`src/rtl/mips_cpu_hilo_pkg.sv`:
```
// Shared types for the HI/LO multiply/divide sequencer.
package mips_cpu_hilo_pkg;

  localparam int WIDTH = 32;

  typedef enum logic [2:0] {
    MULT  = 3'd0,
    MULTU = 3'd1,
    DIV   = 3'd2,
    DIVU  = 3'd3,
    MTHI  = 3'd4,
    MTLO  = 3'd5
  } hilo_op_t;

  typedef enum logic [1:0] {
    IDLE  = 2'd0,
    CALC  = 2'd1,
    FIXUP = 2'd2
  } hilo_state_t;

endpackage

```
`src/rtl/mips_cpu_hilo_iter.sv`:
```
// One iteration of the HI/LO datapath: a shift-add multiply step or a
// restoring divide step over a 2*WIDTH accumulator.
//   multiply: acc = {partial product, remaining multiplier bits}, opnd = multiplicand
//   divide  : acc = {partial remainder, dividend/quotient bits},  opnd = divisor
module mips_cpu_hilo_iter #(
  parameter int WIDTH = 32
) (
  input  logic               is_div_i,
  input  logic [2*WIDTH-1:0] acc_i,
  input  logic [WIDTH-1:0]   opnd_i,
  output logic [2*WIDTH-1:0] acc_o
);

  logic [WIDTH:0] sum_s;
  logic [WIDTH:0] rem_sh_s;
  logic [WIDTH:0] diff_s;

  // Compute the next accumulator value for the selected operation.
  always_comb begin
    sum_s    = {1'b0, acc_i[2*WIDTH-1:WIDTH]} + {1'b0, opnd_i};
    // Remainder shifted left by one with the next dividend bit brought in.
    rem_sh_s = acc_i[2*WIDTH-1:WIDTH-1];
    // A set top bit means the trial subtraction went negative (restore).
    diff_s   = rem_sh_s - {1'b0, opnd_i};
    acc_o    = {(2*WIDTH){1'b0}};
    if (is_div_i) begin
      if (!diff_s[WIDTH]) begin
        acc_o = {diff_s[WIDTH-1:0], acc_i[WIDTH-2:0], 1'b1};
      end else begin
        acc_o = {rem_sh_s[WIDTH-1:0], acc_i[WIDTH-2:0], 1'b0};
      end
    end else begin
      if (acc_i[0]) begin
        acc_o = {sum_s, acc_i[WIDTH-1:1]};
      end else begin
        acc_o = {1'b0, acc_i[2*WIDTH-1:1]};
      end
    end
  end

endmodule

```
`src/rtl/mips_cpu_hilo_seq.sv`:
```
// HI/LO sequencer: iterative MULT/MULTU/DIV/DIVU, single-cycle MTHI/MTLO,
// owner of the HI and LO registers and source of the mul/div stall.
// Results go through a one-cycle writeback register so that hi/lo and the
// done pulse change together, one cycle after FIXUP.
module mips_cpu_hilo_seq #(
  parameter int WIDTH = mips_cpu_hilo_pkg::WIDTH,
  parameter int CNT_W = $clog2(WIDTH)
) (
  input  logic             clk,
  input  logic             reset_n,
  input  logic             start,
  input  logic [2:0]       op,
  input  logic [WIDTH-1:0] rs_data,
  input  logic [WIDTH-1:0] rt_data,
  input  logic             mf_req,
  output logic             stall,
  output logic             busy,
  output logic             done,
  output logic [WIDTH-1:0] hi,
  output logic [WIDTH-1:0] lo
);

  import mips_cpu_hilo_pkg::*;

  localparam logic [CNT_W-1:0] CNT_LAST = CNT_W'(WIDTH - 1);

  // Magnitude of a value, treated as two's complement only when sgn is set.
  function automatic logic [WIDTH-1:0] abs_val(input logic [WIDTH-1:0] v, input logic sgn);
    if (sgn && v[WIDTH-1]) begin
      abs_val = -v;
    end else begin
      abs_val = v;
    end
  endfunction

  hilo_state_t        state_q, state_d;
  hilo_op_t           op_s;
  logic [CNT_W-1:0]   cnt_q, cnt_d;
  logic [2*WIDTH-1:0] acc_q, acc_d, acc_step_s;
  logic [WIDTH-1:0]   opnd_q, opnd_d;
  logic               is_div_q, is_div_d;
  logic               neg_lo_q, neg_lo_d;
  logic               neg_hi_q, neg_hi_d;
  logic [WIDTH-1:0]   res_hi_q, res_hi_d;
  logic [WIDTH-1:0]   res_lo_q, res_lo_d;
  logic               wb_q, wb_d;
  logic [WIDTH-1:0]   hi_q, hi_d;
  logic [WIDTH-1:0]   lo_q, lo_d;
  logic               busy_q, busy_d;
  logic               done_q, done_d;
  logic               sgn_s;
  logic [2*WIDTH-1:0] prod_s;
  logic [WIDTH-1:0]   quo_s;
  logic [WIDTH-1:0]   rem_s;

  assign op_s = hilo_op_t'(op);

  mips_cpu_hilo_iter #(.WIDTH(WIDTH)) u_iter (
    .is_div_i (is_div_q),
    .acc_i    (acc_q),
    .opnd_i   (opnd_q),
    .acc_o    (acc_step_s)
  );

  // Sign correction of the finished magnitude result.
  always_comb begin
    prod_s = neg_lo_q ? -acc_q : acc_q;
    quo_s  = neg_lo_q ? -acc_q[WIDTH-1:0] : acc_q[WIDTH-1:0];
    rem_s  = neg_hi_q ? -acc_q[2*WIDTH-1:WIDTH] : acc_q[2*WIDTH-1:WIDTH];
  end

  // FSM next state, operand capture, iteration and HI/LO update.
  always_comb begin
    state_d  = state_q;
    cnt_d    = cnt_q;
    acc_d    = acc_q;
    opnd_d   = opnd_q;
    is_div_d = is_div_q;
    neg_lo_d = neg_lo_q;
    neg_hi_d = neg_hi_q;
    res_hi_d = res_hi_q;
    res_lo_d = res_lo_q;
    wb_d     = 1'b0;
    done_d   = wb_q;
    sgn_s    = 1'b0;
    if (wb_q) begin
      hi_d = res_hi_q;
      lo_d = res_lo_q;
    end else begin
      hi_d = hi_q;
      lo_d = lo_q;
    end

    case (state_q)
      IDLE: begin
        if (start) begin
          case (op_s)
            MTHI: hi_d = rs_data;
            MTLO: lo_d = rs_data;
            MULT, MULTU: begin
              sgn_s    = (op_s == MULT);
              acc_d    = {{WIDTH{1'b0}}, abs_val(rt_data, sgn_s)};
              opnd_d   = abs_val(rs_data, sgn_s);
              is_div_d = 1'b0;
              neg_lo_d = sgn_s & (rs_data[WIDTH-1] ^ rt_data[WIDTH-1]);
              neg_hi_d = sgn_s & (rs_data[WIDTH-1] ^ rt_data[WIDTH-1]);
              cnt_d    = CNT_LAST;
              state_d  = CALC;
            end
            DIV, DIVU: begin
              sgn_s    = (op_s == DIV);
              is_div_d = 1'b1;
              if (rt_data == {WIDTH{1'b0}}) begin
                // Divide by zero: the pass-through result goes straight to FIXUP.
                acc_d    = {rs_data, {WIDTH{1'b1}}};
                opnd_d   = {WIDTH{1'b0}};
                neg_lo_d = 1'b0;
                neg_hi_d = 1'b0;
                cnt_d    = {CNT_W{1'b0}};
                state_d  = FIXUP;
              end else begin
                acc_d    = {{WIDTH{1'b0}}, abs_val(rs_data, sgn_s)};
                opnd_d   = abs_val(rt_data, sgn_s);
                neg_lo_d = sgn_s & (rs_data[WIDTH-1] ^ rt_data[WIDTH-1]);
                neg_hi_d = sgn_s & rs_data[WIDTH-1];
                cnt_d    = CNT_LAST;
                state_d  = CALC;
              end
            end
            default: state_d = IDLE;
          endcase
        end else begin
          state_d = IDLE;
        end
      end
      CALC: begin
        acc_d = acc_step_s;
        if (cnt_q == {CNT_W{1'b0}}) begin
          state_d = FIXUP;
        end else begin
          cnt_d = cnt_q - CNT_W'(1);
        end
      end
      FIXUP: begin
        if (is_div_q) begin
          res_hi_d = rem_s;
          res_lo_d = quo_s;
        end else begin
          res_hi_d = prod_s[2*WIDTH-1:WIDTH];
          res_lo_d = prod_s[WIDTH-1:0];
        end
        wb_d    = 1'b1;
        state_d = IDLE;
      end
      default: state_d = IDLE;
    endcase

    busy_d = (state_d != IDLE);
  end

  // State and datapath registers; reset discards any operation in flight.
  always_ff @(posedge clk or negedge reset_n) begin
    if (!reset_n) begin
      state_q  <= IDLE;
      cnt_q    <= {CNT_W{1'b0}};
      acc_q    <= {(2*WIDTH){1'b0}};
      opnd_q   <= {WIDTH{1'b0}};
      is_div_q <= 1'b0;
      neg_lo_q <= 1'b0;
      neg_hi_q <= 1'b0;
      res_hi_q <= {WIDTH{1'b0}};
      res_lo_q <= {WIDTH{1'b0}};
      wb_q     <= 1'b0;
      hi_q     <= {WIDTH{1'b0}};
      lo_q     <= {WIDTH{1'b0}};
      busy_q   <= 1'b0;
      done_q   <= 1'b0;
    end else begin
      state_q  <= state_d;
      cnt_q    <= cnt_d;
      acc_q    <= acc_d;
      opnd_q   <= opnd_d;
      is_div_q <= is_div_d;
      neg_lo_q <= neg_lo_d;
      neg_hi_q <= neg_hi_d;
      res_hi_q <= res_hi_d;
      res_lo_q <= res_lo_d;
      wb_q     <= wb_d;
      hi_q     <= hi_d;
      lo_q     <= lo_d;
      busy_q   <= busy_d;
      done_q   <= done_d;
    end
  end

  assign stall = busy_q & (start | mf_req);
  assign busy  = busy_q;
  assign done  = done_q;
  assign hi    = hi_q;
  assign lo    = lo_q;

endmodule

```
`config.mk`:
```
export PLATFORM = sky130hd
export DESIGN_NAME = mips_cpu_hilo_seq
export DESIGN_NICKNAME = d
export VERILOG_FILES = /design/src/rtl/mips_cpu_hilo_pkg.sv /design/src/rtl/mips_cpu_hilo_iter.sv /design/src/rtl/mips_cpu_hilo_seq.sv
export SDC_FILE = /design/constraint.sdc
export NUM_CORES = 1
export LEC_CHECK = 0
export BUFFER_PORTS_ARGS = -buffer_cell sky130_fd_sc_hd__buf_2
export CORE_UTILIZATION = 58
export DETAILED_ROUTE_END_ITERATION = 8
export PLACE_DENSITY_LB_ADDON = 0.1
export SLEW_MARGIN = 20
export SYNTH_ARGS = -nofsm -noshare
export SYNTH_HDL_FRONTEND = slang
export SYNTH_SLANG_ARGS = --single-unit
export TNS_END_PERCENT = 10
```
`constraint.sdc`:
```
create_clock -name clk -period 4 [get_ports clk]
set_input_delay 0.2 -clock clk [delete_from_list [all_inputs] [get_ports clk]]
set_output_delay 0.2 -clock clk [all_outputs]
set_load 0.01 [all_outputs]
```
=== Yosys cells after proc, flatten, opt, wreduce, memory -nomap -nowiden ===
Cells that the tools add are included.

* Add/subtract/negate cells: 8
* Equality and inequality tests: 10
* Mux-type cells: 42
* Bitwise logic cells: 6
* Reduce and logical (&&, ||, !) cells: 17

{| class="wikitable"
|+ Operators with widths
! kind !! number
|-
| $mux W32 || 17
|-
| $mux W64 || 6
|-
| $pmux W64 S2 || 2
|-
| $neg A32 Y32 || 4
|-
| $neg A64 Y64 || 1
|-
| $pmux W32 S2 || 1
|-
| $add A32 B32 Y33 || 1
|-
| $sub A33 B32 Y33 || 1
|-
| $logic_not A32 Y1 || 1
|-
| $pmux W5 S2 || 2
|-
| $mux W5 || 3
|-
| $eq A3 B2 Y1 const B || 2
|-
| $eq A3 B3 Y1 const B || 2
|-
| $mux W2 || 3
|-
| $pmux W1 S2 || 3
|-
| $pmux W2 S3 || 1
|-
| $reduce_and A3 Y1 || 2
|-
| $reduce_bool A2 Y1 || 3
|-
| $reduce_or A2 Y1 || 3
|-
| $logic_not A5 Y1 || 1
|-
| $sub A5 B1 Y5 const B || 1
|-
| $and A1 B1 Y1 || 4
|-
| $logic_and A1 B1 Y1 || 4
|-
| $ne A2 B2 Y1 const B || 2
|-
| 11 further kinds || 13
|}

* Register bits: 237
* Output and inout bits: 67
* Logic and storage cells: 97

=== Longest topological paths before layout ===
* Word-level depth: 7
* Mapped depth: 15
* Depth with buffers taken out: 12

=== Hierarchy ===
A second synthesis with hierarchy kept.

* Cell total of the unflattened synthesis: 2,388
* Area total of the unflattened synthesis: 19,595.0 um^2

{| class="wikitable"
|+ Modules (own cells, without submodules)
! module !! instances !! cells each !! area an instance (um^2)
|-
| mips_cpu_hilo_seq || 1 || 1,698 || 14,874.3
|-
| mips_cpu_hilo_iter || 1 || 690 || 4,720.8
|}

=== Worst setup path before layout ===
No wires, ideal clock.

* Path kind: register to register
* Start point: reg acc_q[56]
* End point: reg acc_q[42]
* Arrival: 3.093 ns
* Required time: 3.896 ns
* Path slack: 0.804 ns
* Cell stages (with the launch flop): 15
* Path buffers: 4
* Period minus slack after synthesis: 3.196 ns
* Cells stage by stage: dfrtp_1 -> ha_1 -> buf_2 -> a21o_1 -> a21oi_1 -> o21ai_0 -> a31o_2 -> a221o_1 -> or3_1 -> buf_4 -> and2_1 -> buf_2 -> buf_4 -> mux2i_1 -> a221oi_1

* Cells in the longest elaborated chain, start to end: 4

{| class="wikitable"
|+ Ends and longest elaborated chain
! what !! RTL line !! RTL
|-
| from (decl) || mips_cpu_hilo_seq.sv:39 || <nowiki>logic [2*WIDTH-1:0] acc_q, acc_d, acc_step_s;</nowiki>
|-
| from (signal assigned) || mips_cpu_hilo_seq.sv:166 || <nowiki>acc_q <= {(2*WIDTH){1'b0}};</nowiki>
|-
| $sub A33 B32 Y33 || mips_cpu_hilo_iter.sv:24 || <nowiki>diff_s = rem_sh_s - {1'b0, opnd_i};</nowiki>
|-
| $mux W64 || mips_cpu_hilo_iter.sv:27 || <nowiki>if (!diff_s[WIDTH]) begin</nowiki>
|-
| $mux W64 || mips_cpu_hilo_iter.sv:26 || <nowiki>if (is_div_i) begin</nowiki>
|-
| $pmux W64 S2 || mips_cpu_hilo_seq.sv:94 || <nowiki>case (state_q)</nowiki>
|}

Every way passes these cells.
A chain may end at the register's enable or synchronous reset.

=== Worst setup path after layout ===
* Start point: reg acc_q[32]
* End point: reg acc_q[61]

* Cells in the longest elaborated chain, start to end: 4
* Elaborated cells between the ends (all ways): 6
* Classes of those cells: add/sub (2); mux (4)

{| class="wikitable"
|+ Ends and longest elaborated chain
! what !! RTL line
|-
| $sub A33 B32 Y33 / $add A32 B32 Y33 (equally long branches) || mips_cpu_hilo_iter.sv:24, mips_cpu_hilo_iter.sv:20
|-
| $mux W64 (on tied branches) || mips_cpu_hilo_iter.sv:27, mips_cpu_hilo_iter.sv:33
|-
| $mux W64 (*) || mips_cpu_hilo_iter.sv:26
|-
| $pmux W64 S2 (*) || mips_cpu_hilo_seq.sv:94
|}

Every way passes the cells marked *; elsewhere a longest branch is shown, timed or not.

==> results.cfg <==
[sta]
fin_crit_ns = 3.75
rsz0062_at_grt = false
skew_ns = 0.0113
max_slew_margin_pct = 24.9
finalSetupTns_ns = 0
finalHoldViolCount = 0
final_max_slew_viol_count = 0
worst_slew_pin_slew_ns = 1.12
finalSetupViolCount = 0
clock.fmax_mhz = 266
setup_slack_ns = 0.246
period_share_pct = 93.9

[detailed_routing]
drc_errors = 0
ant_nets = 0
vias_per_cell = 6.74
dr.pass1.iters = 7
wire_per_inst_um = 25.9
drt_wl_total_um = 73200
vias = 19090
drt-initial-drc-count = 2377

[finish]
nets = 2517
drive_above_1_share_pct = 13.1
seq_area_um2 = 5940
diodes = 0
multi_input_area_um2 = 12000
syn2layout_area_growth_pct = 11.1
final_cell_area_um2 = 21000
n_fill_cell = 2748

[global_route]
grt_util_met2_pct = 63.2
grtUsageTotal_pct = 43.7
grt_start_max_net_pins = 121
met1_usage_pct = 60.9
grt_pass1_wl_um = 109000
busiest_layer = met2
grt_util_met3_pct = 8.74
grt.overflow.total = 0
grt_pass1_vias = 17289
antenna_found_initial = 2

[logic_synthesis]
syn_avg_cell_area_um2 = 8.12
synth_common_cells = 237 x dfrtp_1, 227 x a21oi_1, 201 x o21ai_0
synth_compound_area_share_pct = 24.8
synth_xor_area_share_pct = 10.0
ys_dominant_reg_cell = dfrtp_1
yosys.area_share.simple_pct = 16.8
yosysSeqAreaShare_pct = 31.4
syn_area_um2 = 18900
synth-edff-count = 0
yosysTopAreaCellShare_pct = 31.4
synth_fp_nets = 2465
synth_fa_ha_area_share_pct = 4.79
syn_inst = 2323
ys_ff_latch = 237
yosysWarnings = 0
synth_most_common_cell = dfrtp_1
synth-async-reset-ratio_pct = 100
ys_top_cells_by_area = dfrtp_1 31%, mux2i_1 6.6%, a21oi_1 6.0%, o21ai_0 5.3%, xor2_1 5.1%
synth_top_area_cell = dfrtp_1
synth_top_family_by_area = compound AO/OA/AOI/OAI gates
synth_mux_area_share_pct = 6.75
synth_cell_type_count = 82

[power]
ir_worst_vdd_mv = 0.691
p_int_mw = 10.1
power_switching_share_pct = 49.9
p_seq_share_pct = 22.5
clkPwrFrac_pct = 13.0
power_density_nw_per_um2 = 962
power.total_mw = 20.2
switchingPower_mw = 10.1
p_leak_nw = 8.69
p_comb_share_pct = 64.5

[clock_network]
clk_pin_slew_ns = 0.06
root_buffer = clkbuf_16
cts_buffers = 28
clock_latency_ns = 0.56
clockBufferDepth = 3
cts_tree = yes
cts-htree-levels = 1
clock-sinks = 237

[placement]
numPortBuffers = 137
place.gp.congestion = 1.01
pre_cts_slack_ns = 0.283
placed_area_um2 = 20000
hpwl_um = 53100

[die]
ioPinCount = 138
start_util_pct = 59.3
die_w_um = 182
die_h_um = 182
rows = 65
dieArea_um2 = 33300
core-area_um2 = 31800

[worst_setup_path]
cp.required_ns = 4.42
crit_start = acc_q[32]
crit_fanout = 10
crit_type = register to register
cp-start-kind = register
end_kind = register
worstPathArrival_ns = 4.18
r2r_start = acc_q[32]

[job]
cap_viol_max_count = 0

[worst_hold_path]
hp-class = input pin to register
holdCritStartpoint = rt_data[31]

[run_status]
status = finished clean
-- worst paths after layout --
path	to	slack, ns	cells past startpoint
max	acc_q[61]	0.25	11
min	opnd_q[31]	0.03	3
max reg2reg	acc_q[61]	0.25	11
min reg2reg	res_hi_q[19]	0.48	2
max in group asynchronous	state_q[1]	2.63	3
min in group asynchronous	done_d	0.26	2
-- metrics by stage --
step / util (%) / cells / hold WS, ns
floorplan: - / 2323 / -0.0956
global placement: 62.9 / 2778 / 0.334
detailed placement: 63.0 / 2779 / 0.337
CTS: 65.9 / 2832 / 0.00981
global route: 66.0 / 2832 / 0.0487
finish: 66.0 / 2832 / 0.0349
-- sequential cells by signal (all words and copies together), names as in the netlist --
register  flops
acc_q        64
busy          1
cnt_q         5
done          1
done_d        1
hi           32
is_div_q      1
lo           32
neg_hi_q      1
neg_lo_q      1
opnd_q       32
res_hi_q     32
res_lo_q     32
state_q       2
-- metal layers --
| layer | share of wire (%) | up-vias |
|---|---|---|
| met4 | 6.3 | 2 |
| met1 | 40 | 9132 |
| met2 | 42 | 1233 |
| met5 | 0.018 | - |
| met3 | 12 | 201 |
| li1 | - | 8522 |
-- cells by family after synthesis --
group | after synthesis
AOI/OAI and AO/OA | 748
xor gates and xnor gates | 216
adders and majority gates | 71
buffers and inverters | 260
DFF | 237
muxes | 127
and+or+nand+nor | 664
-- worst max-delay path, cell delays in order (launching register included) --
cell and delay, ns:
dfrtp_1 0.51, inv_1 0.17, fa_1 0.47, nand2b_1 0.20, a21o_1 0.21, a21o_1 0.21
o2111a_1 0.26, nor3_1 0.30, or3_1 0.35, nand2_1 0.34, nor4_1 0.47, nor4_1 0.12
-- layout make-up --
cell class                      count  share of cell area [%]
Clock buffer                       36                    3.82
Clock inverter                     16                   0.644
Inverter                           65                    1.16
Multi-Input combinational cell   1826                    57.2
Sequential cell                   237                    28.3
Tap cell                          435                    2.60
Timing Repair Buffer              217                    6.31
-- power groups by stage --
stage	combinational [mW]	sequential (mW)	clock [mW]
after CTS	12.7	4.49	2.63
after floorplan	8.96	4.29	0
after global routing	14.1	4.64	2.73
after detailed placement	12.6	4.52	0
final	13.0	4.54	2.62
after global placement	12.5	4.47	0
-- cell usage in the layout, fill, tap and decap left out, types with 52 or more instances in the layout --
cell,instances
xor2_1,109
dfrtp_1,234
mux2i_1,125
a21oi_1,227
xnor2_1,107
o21ai_0,201
buf_2,136
inv_1,64
nor3_1,52
a221oi_1,65
nand2_1,199
buf_4,77
ha_1,69
nor2_1,194
-- what timing repair did --
action                                  in CTS  in global routing
endpoints found under the hold margin      117                  0
buffers inserted                             0                  0
endpoints found under the setup margin       0                  2
hold buffers                                 1                  0
resized for setup                            0                  1
Note: power is estimated with default switching activity, not from simulation.
